--- src/rtl/logic_sweep_pkg.sv ---
// Shared types and width helpers for the exhaustive logic sweep engine.
package logic_sweep_pkg;

  typedef enum logic [1:0] {
    ST_IDLE = 2'd0,
    ST_RUN  = 2'd1,
    ST_DONE = 2'd2
  } sweep_state_e;

  function automatic int vec_w(input int n_in);
    return n_in;
  endfunction

  // One extra bit so a sweep in which every vector fails still fits.
  function automatic int cnt_w(input int n_in);
    return n_in + 1;
  endfunction

  function automatic int tt_w(input int n_in);
    return 1 << n_in;
  endfunction

  function automatic int hold_w(input int hold);
    return (hold > 1) ? $clog2(hold) : 1;
  endfunction

endpackage

--- src/rtl/logic_sweep_engine_hold_timer.sv ---
// HOLD_CYCLES-modulo down-counter; last is high in the final cycle of each hold window.
module sweep_hold_timer
  import logic_sweep_pkg::*;
#(
  parameter int HOLD_CYCLES = 1
) (
  input  logic clk,
  input  logic rst_n,
  input  logic clr,
  input  logic en,
  output logic last
);

  localparam int HW = hold_w(HOLD_CYCLES);
  localparam logic [HW-1:0] LOAD = HW'(HOLD_CYCLES - 1);
  localparam logic [HW-1:0] ONE  = HW'(1);

  logic [HW-1:0] cnt;

  always_ff @(posedge clk or negedge rst_n) begin
    if (!rst_n) begin
      cnt <= '0;
    end else if (clr) begin
      cnt <= LOAD;
    end else if (en) begin
      cnt <= (cnt == '0) ? LOAD : cnt - ONE;
    end
  end

  assign last = (cnt == '0);

endmodule

--- src/rtl/logic_sweep_engine.sv ---
// Exhaustive sweep of an N_IN-input logic cell against a captured truth table.
//
//   state   | meaning
//   --------+-------------------------------------------------------------
//   IDLE    | waiting for start; a one-cycle launch slot follows capture
//   RUN     | vec_out held HOLD_CYCLES cycles, response sampled at the end
//   DONE    | one-cycle done pulse, pass valid, then back to IDLE
module logic_sweep_engine
  import logic_sweep_pkg::*;
#(
  parameter int N_IN        = 4,
  parameter int HOLD_CYCLES = 1
) (
  input  logic                     clk,
  input  logic                     rst_n,
  input  logic                     start,
  input  logic                     mode_stop,
  input  logic [tt_w(N_IN)-1:0]    truth_table,
  input  logic                     dut_out,
  output logic [vec_w(N_IN)-1:0]   vec_out,
  output logic                     busy,
  output logic                     done,
  output logic                     pass,
  output logic [cnt_w(N_IN)-1:0]   err_count,
  output logic [vec_w(N_IN)-1:0]   first_err_vec
);

  localparam int VEC_W = vec_w(N_IN);
  localparam int CNT_W = cnt_w(N_IN);
  localparam int TT_W  = tt_w(N_IN);

  localparam logic [VEC_W-1:0] VEC_ONE = VEC_W'(1);
  localparam logic [VEC_W-1:0] VEC_MAX = '1;
  localparam logic [CNT_W-1:0] CNT_ONE = CNT_W'(1);

  sweep_state_e    state;
  logic [TT_W-1:0] tt_q;
  logic            mode_stop_q;
  logic            launch;
  logic            hold_last;
  logic            sample;
  logic            mismatch;
  logic            sweep_end;

  // Capture happens on the start edge; RUN is entered one edge later so vector 0
  // gets a full hold window that begins on a clean registered edge.
  sweep_hold_timer #(
    .HOLD_CYCLES (HOLD_CYCLES)
  ) u_hold_timer (
    .clk   (clk),
    .rst_n (rst_n),
    .clr   (launch),
    .en    (state == ST_RUN),
    .last  (hold_last)
  );

  assign sample    = (state == ST_RUN) && hold_last;
  assign mismatch  = sample && (dut_out != tt_q[vec_out]);
  assign sweep_end = sample && ((vec_out == VEC_MAX) || (mode_stop_q && mismatch));

  always_ff @(posedge clk or negedge rst_n) begin
    if (!rst_n) begin
      state         <= ST_IDLE;
      launch        <= 1'b0;
      tt_q          <= '0;
      mode_stop_q   <= 1'b0;
      vec_out       <= '0;
      pass          <= 1'b0;
      err_count     <= '0;
      first_err_vec <= '0;
    end else begin
      case (state)
        ST_IDLE: begin
          if (launch) begin
            launch <= 1'b0;
            state  <= ST_RUN;
          end else if (start) begin
            launch        <= 1'b1;
            tt_q          <= truth_table;
            mode_stop_q   <= mode_stop;
            vec_out       <= '0;
            pass          <= 1'b0;
            err_count     <= '0;
            first_err_vec <= '0;
          end
        end
        ST_RUN: begin
          if (mismatch) begin
            err_count <= err_count + CNT_ONE;
            if (err_count == '0) begin
              first_err_vec <= vec_out;
            end
          end
          if (sweep_end) begin
            state <= ST_DONE;
            pass  <= (err_count == '0) && !mismatch;
          end else if (sample) begin
            vec_out <= vec_out + VEC_ONE;
          end
        end
        ST_DONE: begin
          state   <= ST_IDLE;
          vec_out <= '0;
        end
        default: begin
          state  <= ST_IDLE;
          launch <= 1'b0;
        end
      endcase
    end
  end

  assign busy = (state == ST_RUN);
  assign done = (state == ST_DONE);

endmodule

--- config.mk ---
export PLATFORM = sky130hd
export DESIGN_NAME = logic_sweep_engine
export DESIGN_NICKNAME = d
export VERILOG_FILES = /design/src/rtl/logic_sweep_pkg.sv /design/src/rtl/logic_sweep_engine_hold_timer.sv /design/src/rtl/logic_sweep_engine.sv
export SDC_FILE = /design/constraint.sdc
export NUM_CORES = 1
export LEC_CHECK = 0
export ABC_CLOCK_PERIOD_IN_PS = 4800
export CAP_MARGIN = 30
export CORE_MARGIN = 5
export CORE_UTILIZATION = 50
export CTS_BUF_LIST = sky130_fd_sc_hd__clkbuf_8 sky130_fd_sc_hd__clkbuf_16
export DETAILED_ROUTE_END_ITERATION = 12
export GPL_TIMING_DRIVEN = 0
export PLACE_DENSITY_LB_ADDON = 0.2
export SYNTH_ARGS = -nofsm -noshare
export SYNTH_HDL_FRONTEND = slang
export SYNTH_SLANG_ARGS = --single-unit
--- constraint.sdc ---
create_clock -name clk -period 4.8 [get_ports clk]
set_clock_uncertainty 0.1 [all_clocks]
set_input_delay 0.48 -clock clk [delete_from_list [all_inputs] [get_ports clk]]
set_output_delay 0.48 -clock clk [all_outputs]
set_load 0.005 [all_outputs]
# --- Word level (Yosys, flattened, before mapping) ---
# Cells that the tools add are included.
totals:
  ff_bits: 35
  out_inout_bits: 16
  input_bits: 21
op_classes:
  n_eq_ne: 12
  add_sub_neg: 3
  n_reduce_logical: 19
  bitwise_logic: 2
  magnitude_cmp: 1
  n_mux: 27
op_table:
  columns: ["op", "n"]
  rows:
  - ["4-bit 2-to-1 mux", 6]
  - ["5-bit 2-to-1 mux", 3]
  - ["4-bit one-hot mux with 3 select lines", 1]
  - ["5-bit one-hot mux with 2 select lines", 1]
  - ["5-bit AND reduction", 2]
  - ["1-bit 2-to-1 mux", 9]
  - ["2-bit by 1-bit inequality test with 1-bit output, second input constant", 4]
  - ["2-bit inequality test, second input constant", 4]
  - ["4-bit one-hot mux with 2 select lines", 1]
  - ["4-bit AND reduction", 2]
  - ["5-bit by 1-bit adder with 5-bit output, second input constant", 1]
  - ["1-bit logical AND", 5]
  - ["5-bit zero test", 1]
  - ["4-bit by 5-bit less-than comparator with 1-bit output, second input constant", 1]
  - ["4-bit by 1-bit adder with 4-bit output, second input constant", 1]
  - ["1-bit binary-select mux with 4-bit select", 1]
  - ["4-bit equality test, second input constant", 1]
  - ["2-bit 2-to-1 mux", 2]
  - ["1-bit one-hot mux with 2 select lines", 2]
  - ["2-bit one-hot mux with 2 select lines", 1]
  - ["2-bit nonzero test", 2]
  - ["3-bit AND reduction", 1]
  - ["3-bit nonzero test", 1]
  - ["2-bit by 1-bit equality test with 1-bit output, second input constant", 1]
  - ["9 further kinds", 10]

# --- Longest topological paths before layout ---
# Gate-level depths: netlist (run 1).
depth:
  ltp_word: 9
  mapped_depth: 8

# --- Hierarchy ---
# A second synthesis (run 1) with hierarchy kept.
unflattened:
  hier_cells: 173
  hier_area_um2: 1905.6
modules_own_cells:
  columns: ["mod", "area_per_inst_um2", "cells_per_inst", "seq_area_each_um2", "n_inst"]
  rows:
  - ["logic_sweep_engine", 1894.3, 171, 850.8, 1]
  - ["sweep_hold_timer", 11.3, 2, 0.0, 1]

# --- Worst setup path before layout (run 1) ---
# Ideal clock, no wire load.
synth_timing:
  path_type: "reg2reg"
  from: "register vec_out[1]"
  to: "register state[1]"
  setup_slack_ns: 2.373
  n_path_buf: 1
  stages_incl_launch_ff: 8
  arrival_ns: 2.202
  path_cell_list: "dfrtp_1 -> buf_6 -> mux4_2 -> mux2i_4 -> mux2i_1 -> nor3_4 -> a21oi_2 -> mux2_4"
synth_between:
  elab_chain_cells: 9
  word_cells_on_any_way: 10
  classes_between: "eq/ne (3); mux (2); reduce/logical (5)"
synth_rtl:
  columns: ["element", "line", "text"]
  rows:
  - ["start, declared", "logic_sweep_engine.sv:20", "output logic [vec_w(N_IN)-1:0] vec_out,"]
  - ["start signal, assigned", "logic_sweep_engine.sv:98", "vec_out <= vec_out + VEC_ONE;"]
  - ["1-bit binary-select mux with 4-bit select", "logic_sweep_engine.sv:58", "assign mismatch = sample && (dut_out != tt_q[vec_out]);"]
  - ["1-bit 2-to-1 mux (not written as such)", "logic_sweep_engine.sv:58", null]
  - ["1-bit inequality test", "logic_sweep_engine.sv:58", null]
  - ["1-bit logical AND", "logic_sweep_engine.sv:58", null]
  - ["1-bit logical AND", "logic_sweep_engine.sv:59", "assign sweep_end = sample && ((vec_out == VEC_MAX) || (mode_stop_q && mismatch));"]
  - ["1-bit logical OR (*)", "logic_sweep_engine.sv:59", null]
  - ["1-bit logical AND (*)", "logic_sweep_engine.sv:59", null]
  - ["2-bit by 1-bit inequality test with 1-bit output (no line) (*)", null, null]
  - ["2-bit AND reduction (no line) (*)", null, null]
  - ["end signal, assigned", "logic_sweep_engine.sv:63", "state <= ST_IDLE;"]
  - ["end signal, assigned", "logic_sweep_engine.sv:76", "state <= ST_RUN;"]
  - ["end signal, assigned", "logic_sweep_engine.sv:95", "state <= ST_DONE;"]
  - ["end, declared", "logic_sweep_engine.sv:36", "sweep_state_e state;"]
# Every way passes the cells marked *; elsewhere a longest branch is shown, timed or not. The select of a mux whose other input is x is not followed.
# A chain may end at the register's enable or synchronous reset.

# --- Worst setup path in the final report (run 1) ---
layout_timing:
  from: "register state[1]"
  to: "register first_err_vec[0]"
layout_between:
  elab_chain_cells: 5
  word_cells_on_any_way: 11
  classes_between: "eq/ne (5); mux (1); reduce/logical (5)"
layout_rtl:
  columns: ["element", "line", "text"]
  rows:
  - ["2-bit by 1-bit equality test with 1-bit output", "logic_sweep_engine.sv:57, logic_sweep_engine.sv:72", null]
  - ["1-bit logical AND", "logic_sweep_engine.sv:57", "assign sample = (state == ST_RUN) && hold_last;"]
  - ["1-bit logical AND", "logic_sweep_engine.sv:58", null]
  - ["2-bit by 1-bit inequality test with 1-bit output (no line)", null, null]
  - ["5-bit AND reduction (no line)", null, null]
  - ["end signal, assigned", "logic_sweep_engine.sv:91", "first_err_vec <= vec_out;"]
  - ["end, declared", "logic_sweep_engine.sv:25", "output logic [vec_w(N_IN)-1:0] first_err_vec"]
# Parallel ways exist; a longest one is shown, timed or not.

==> flow_metrics.py, run 1 <==
metrics = {
    "clock_tree": {
        "cts_tree": "yes",
        "path_clk_slew_ns": 0.07,
        "htreeDepth": 2,
        "cts_resized": 0,
        "cts_buffers": 5,
        "post-cts-setup-buffers": 0,
        "clk-insertion-delay-late_ns": 0.29,
        "cts_sinks": 34,
        "clock-root-buffer": "clkbuf_8",
        "cts_hold_buffers": 0,
        "clockBufferDepth": 2,
    },
    "routing": {
        "first_pass_iters": 4,
        "vias": 1393,
        "drtAntennaViolNets": 0,
        "wl_um": 3900,
        "viasPerCell": 5.57,
        "wl_per_cell_um": 15.6,
        "drt-initial-drc-count": 90,
        "route.detailed.drc": 0,
    },
    "logic_synthesis": {
        "synthCells": 159,
        "avgSynthCellArea_um2": 11.6,
        "ys_ff_latch": 34,
        "synth-seq-area-share_pct": 45.9,
        "ys_top_cells_by_area": "dfrtp_1 (46%), mux2_2 (10%), ha_1 (5.4%)",
        "ys_warn_count": 0,
        "syn_area_um2": 1850,
        "synth_cell_types": 39,
        "synth_top_area_share_pct": 45.9,
        "yosysTopAreaCell": "dfrtp_1",
        "synth-edff-count": 0,
        "syn_nets": 188,
        "synth_flop_cell": "dfrtp_1",
        "async_flop_share_pct": 100,
    },
    "place": {
        "post-dp-hpwl_um": 2890,
        "post_dp_cell_area_um2": 2260,
        "place_ws_ns": 2.18,
        "numPortBuffers": 35,
        "routabilityCongestion": 0.762,
    },
    "floorplanning": {
        "start_util_pct": 51.0,
        "die_area_um2": 5020,
        "core-area_um2": 3630,
        "die-width_um": 70.9,
        "die_h_um": 70.9,
        "io_pins": 37,
        "rows": 22,
    },
    "layout": {
        "fin_nets": 230,
        "drive_gt1_share_pct": 18.3,
        "area_growth_pct": 27.8,
        "mostFrequentLayoutCells": "dfrtp_1 (34), clkdlybuf4s50_1 (34), mux2_2 (17), nand2_1 (14), ha_1 (8)",
        "num_antenna_cells": 0,
        "final_area_um2": 2370,
    },
    "timing": {
        "worst_slack_ns": 2.11,
        "max_slew_margin_pct": 49.3,
        "tightest_slew_ns": 0.761,
        "hold_viol": 0,
        "rsz0062_at_grt": "false",
        "max_freq_ghz": 0.371,
        "setup_viol": 0,
        "setup-tns-final_ns": 0,
        "min_period_ns": 2.69,
        "maxSlewViolCount": 0,
        "period_share_pct": 56.1,
    },
    "global_routing": {
        "grt_pass1_vias": 1480,
        "grt_overflow": 0,
        "met1_usage_pct": 19.6,
        "grt_max_degree": 35,
        "track_usage_pct": 17.0,
        "busiest_layer": "met2",
        "met2_usage_pct": 30.3,
        "use_met3_pct": 3.27,
        "grt_pass1_wl_um": 6760,
        "antenna_found_initial": 0,
    },
    "setup_path": {
        "path_max_fanout": 8,
        "critical_path_class": "flop to flop",
        "cp-start-kind": "flop",
        "required_ns": 4.88,
        "reg2regPathDepth": 7,
        "end_kind": "flop",
        "cp.arrival_ns": 2.78,
    },
    "min_path": {
        "hold_path_class": "input pin to asynchronous set/reset pin",
    },
    "status": {
        "run_status": "completed",
    },
    "flow_run": {
        "drv_cap": 0,
    },
    "pwr": {
        "ir_drop_v": 0.000285,
        "p_leak_nw": 0.986,
        "p_per_area_nw_per_um2": 523,
    },
}
report_power, final:
group	internal [W]	switching [W]
clock network	0.000153	0.000108
logic	0.000274	0.000261
registers	0.000382	0.0000605
total	0.000809	0.000430
worst paths after layout:
check / slack [ns] / from / to
worst min register to register: 0.40 / tt_q[10] / tt_q[10]
worst min-delay path: 0.16 / rst_n / err_count[2]
worst max-delay path: 2.11 / state[1] / first_err_vec[0]
min in group clk: 0.40 / tt_q[10] / tt_q[10]
worst max register to register: 2.11 / state[1] / first_err_vec[0]
max in group asynchronous: 3.96 / rst_n / tt_q[1]
final cells by class:
class / count / area [µm²]
inverter: 6 / 22.5
sequential: 34 / 851
multi-input combinational: 111 / 941
fill: 301 / 1270
tap: 48 / 60.1
clock inverter: 3 / 40.0
buffer: 8 / 37.5
timing repair buffer: 35 / 345
clock buffer: 5 / 68.8
cell families after synthesis:
family                   synth area share (%)
AO/OA/AOI/OAI                            9.39
multiplexers                             21.1
AND/OR/NAND/NOR                          13.4
XOR/XNOR                                 1.42
buffers and inverters                    3.24
flip-flops                               45.9
adder cells (fa/ha/maj)                  5.41
synth_stat cells, types with 2 or more instances:
master and instances:
mux2_2 17, nor2_1 7, o211ai_1 2, or3_1 2, dfrtp_1 34, nor3_1 2, a21oi_1 6, nand2_1 14
mux2i_4 2, nand4_1 3, mux2i_1 5, nand3b_1 2, a22o_1 4, and3_1 4, xnor2_1 2, mux4_2 4
o21ai_0 7, inv_1 6, nor2b_1 2, ha_1 8, clkbuf_1 6, nand3_1 3
critical path, stage by stage, from the launching register on:
cell,delay [ns]
dfrtp_1,0.42
inv_1,0.13
ha_1,0.34
inv_1,0.17
o21ai_0,0.52
nand3_1,0.37
o21bai_1,0.32
a22o_1,0.23
metal layers:
metal / share of wire, % / up-vias / wire length, µm
met5: 0 / - / 0
met3: 4.7 / 10 / 183
met2: 51 / 38 / 2000
met4: 1.9 / 0 / 76
li1: - / 663 / -
met1: 42 / 682 / 1640
sequential cells by signal (all words and copies together) (netlist names):
register	count
state	2
pass	1
err_count	5
launch	1
mode_stop_q	1
tt_q	16
first_err_vec	4
vec_out	4
stage by stage:
step           utilization [%]  std cells  total power, W  hold WS, ns
5_1_grt                   65.1        250         0.00132        0.221
3_3_place_gp              62.3        242        0.000957        0.383
3_5_place_dp              62.1        242        0.000986        0.389
4_1_cts                   65.1        250         0.00125        0.183
2_1_floorplan                -        159        0.000834       0.0844
6_report                  65.1        250         0.00124        0.158
Note: power is estimated with default switching activity, not from simulation.
==> run 2, diff against run 1 <==
--- a/config.mk
+++ b/config.mk
@@ -5,10 +5,10 @@
 export SDC_FILE = /design/constraint.sdc
 export NUM_CORES = 1
 export LEC_CHECK = 0
-export ABC_CLOCK_PERIOD_IN_PS = 4800
+export ABC_CLOCK_PERIOD_IN_PS = 2400
 export CAP_MARGIN = 30
 export CORE_MARGIN = 5
-export CORE_UTILIZATION = 50
+export CORE_UTILIZATION = 46
 export CTS_BUF_LIST = sky130_fd_sc_hd__clkbuf_8 sky130_fd_sc_hd__clkbuf_16
 export DETAILED_ROUTE_END_ITERATION = 12
 export GPL_TIMING_DRIVEN = 0
==> constraint.sdc (replaced) <==
create_clock -name clk -period 2.4 [get_ports clk]
set_clock_uncertainty 0.1 [all_clocks]
set_input_delay 0.24 -clock clk [delete_from_list [all_inputs] [get_ports clk]]
set_output_delay 0.24 -clock clk [all_outputs]
set_load 0.005 [all_outputs]
==> flow_metrics.py, run 2 (synthesis gave the netlist of run 1 again) <==
metrics = {
    "place": {
        "place_ws_ns": -0.267,
        "post_dp_cell_area_um2": 2270,
        "post-dp-hpwl_um": 3000,
        "dp_cells": 244,
        "routabilityCongestion": 0.840,
        "numPortBuffers": 35,
    },
    "global_routing": {
        "antenna_found_initial": 0,
        "met2_usage_pct": 28.4,
        "met1_usage_pct": 19.4,
        "use_met3_pct": 5.20,
        "grt_pass1_vias": 1500,
        "grt_max_degree": 35,
        "grt_overflow": 0,
        "track_usage_pct": 16.7,
        "busiest_layer": "met2",
        "grt_pass1_wl_um": 6840,
    },
    "floorplanning": {
        "die_h_um": 73.4,
        "core-area_um2": 3940,
        "die_area_um2": 5390,
        "start_util_pct": 47.0,
        "die-width_um": 73.4,
        "rows": 23,
        "io_pins": 37,
    },
    "routing": {
        "wl_um": 4250,
        "viasPerCell": 5.54,
        "first_pass_iters": 4,
        "drt-initial-drc-count": 82,
        "drtAntennaViolNets": 0,
        "wl_per_cell_um": 16.2,
        "route.detailed.drc": 0,
        "vias": 1458,
    },
    "clock_tree": {
        "cts_sinks": 34,
        "cts_buffers": 5,
        "clock-root-buffer": "clkbuf_8",
        "clk-insertion-delay-late_ns": 0.28,
        "clockBufferDepth": 2,
        "cts_tree": "yes",
        "htreeDepth": 2,
        "path_clk_slew_ns": 0.06,
    },
    "timing": {
        "worst_slack_ns": -0.0692,
        "period_share_pct": 103,
        "tightest_slew_ns": 0.745,
        "min_period_ns": 2.47,
        "rsz0062_at_grt": "true",
        "hold_viol": 0,
        "setup_viol": 7,
        "max_slew_margin_pct": 50.3,
        "max_freq_ghz": 0.405,
        "maxSlewViolCount": 0,
    },
    "layout": {
        "mostFrequentLayoutCells": "dfrtp_1 (34), clkdlybuf4s50_1 (34), mux2_2 (17), nand2_1 (14), buf_4 (9)",
        "final_util_pct": 64.2,
        "regArea_um2": 851,
        "final_area_um2": 2530,
        "area_growth_pct": 36.8,
        "largest_reg_flops": 16,
        "fin_nets": 241,
        "drive_gt1_share_pct": 28.6,
        "largest-register": "tt_q",
        "final_cells": 263,
        "top_regs": "tt_q: 16 flops, err_count: 5 flops",
        "num_antenna_cells": 0,
        "nFillCells": 299,
        "multi_input_area_um2": 1020,
    },
    "setup_path": {
        "cp_common_cell": "mux2i_4",
        "required_ns": 2.46,
        "path_cells": "buf_6 -> mux4_2 -> mux2i_4 -> mux2i_4 -> nor3_4 -> a21oi_2 -> mux2_4",
        "path_buf_inv": 1,
        "path_max_fanout": 7,
        "cpMaxStageDelayCell": "mux4_2",
        "path_delay_family": "multiplexers",
        "critical-path-max-stage-delay_ns": 0.53,
        "end_kind": "flop",
        "cp.arrival_ns": 2.53,
        "critical_path_class": "flop to flop",
        "cp-start-kind": "flop",
    },
    "pwr": {
        "ir_drop_v": 0.000666,
        "p_seq_share_pct": 33.6,
        "combinationalPowerShare_pct": 50.3,
        "p_clk_share_pct": 16.0,
        "netSwitchingFraction_pct": 35.7,
        "p_per_area_nw_per_um2": 1050,
        "p_sw_w": 0.000948,
        "p_leak_nw": 1.05,
        "intPower_w": 0.00171,
    },
    "status": {
        "run_status": "finished with violations",
        "violations": "negative setup slack",
    },
    "flow_run": {
        "drv_cap": 0,
    },
    "min_path": {
        "hold_path_class": "flop to flop",
    },
}
[run 2: final cells by class]
cell class	count	area share (%)
plain buffers	7	1.38
clock buffers	6	3.26
clock inverters	2	0.346
inverters	6	0.889
multi-input cells	111	40.5
flip-flops and latches	34	33.6
well taps	50	2.47
repair buffers	47	17.6
[run 2: power by group through the flow]
| stage | Sequential, W | Clock [W] | Combinational, W |
|---|---|---|---|
| after floorplan | 0.000861 | 0 | 0.000821 |
| after global placement | 0.000882 | 0 | 0.00105 |
| after detailed placement | 0.000902 | 0 | 0.00108 |
| after CTS | 0.000892 | 0.000436 | 0.00126 |
| after global routing | 0.000917 | 0.000463 | 0.00145 |
| final | 0.000893 | 0.000425 | 0.00134 |
[run 2: through the flow]
step,total power [W],setup TNS [ns],hold slack [ns]
6_report,0.00265,-0.333,0.399
5_1_grt,0.00283,-1.12,0.429
4_1_cts,0.00259,-0.202,0.403
3_3_place_gp,0.00194,-1.00,0.383
3_5_place_dp,0.00199,-1.51,0.251
2_1_floorplan,0.00168,0,-0.156
[run 2: repair_timing]
action,in CTS,in global routing
pin swaps,8,6
hold buffers,1,0
setup buffers,9,3
hold endpoints to repair,34,0
endpoints found under the setup margin,8,16
resized for setup,10,12
[run 2: routing by layer]
layer / part of all wire [%] / vias to the layer above
li1: - / 685
met1: 42 / 736
met2: 52 / 32
met3: 5.0 / 5
met4: 1.2 / 0
met5: 0 / -
[run 2: worst paths after layout]
path | slack, ns | to | depth (start not counted) | start
hold reg to reg | 0.40 | tt_q[5] | 1 | tt_q[5]
max in group asynchronous | 1.25 | tt_q[6] | 2 | rst_n
setup reg to reg | -0.07 | state[1] | 7 | vec_out[1]
hold / removal | 0.40 | tt_q[5] | 1 | tt_q[5]
setup / recovery | -0.07 | state[1] | 7 | vec_out[1]
min in group asynchronous | 0.46 | err_count[1] | 2 | rst_n
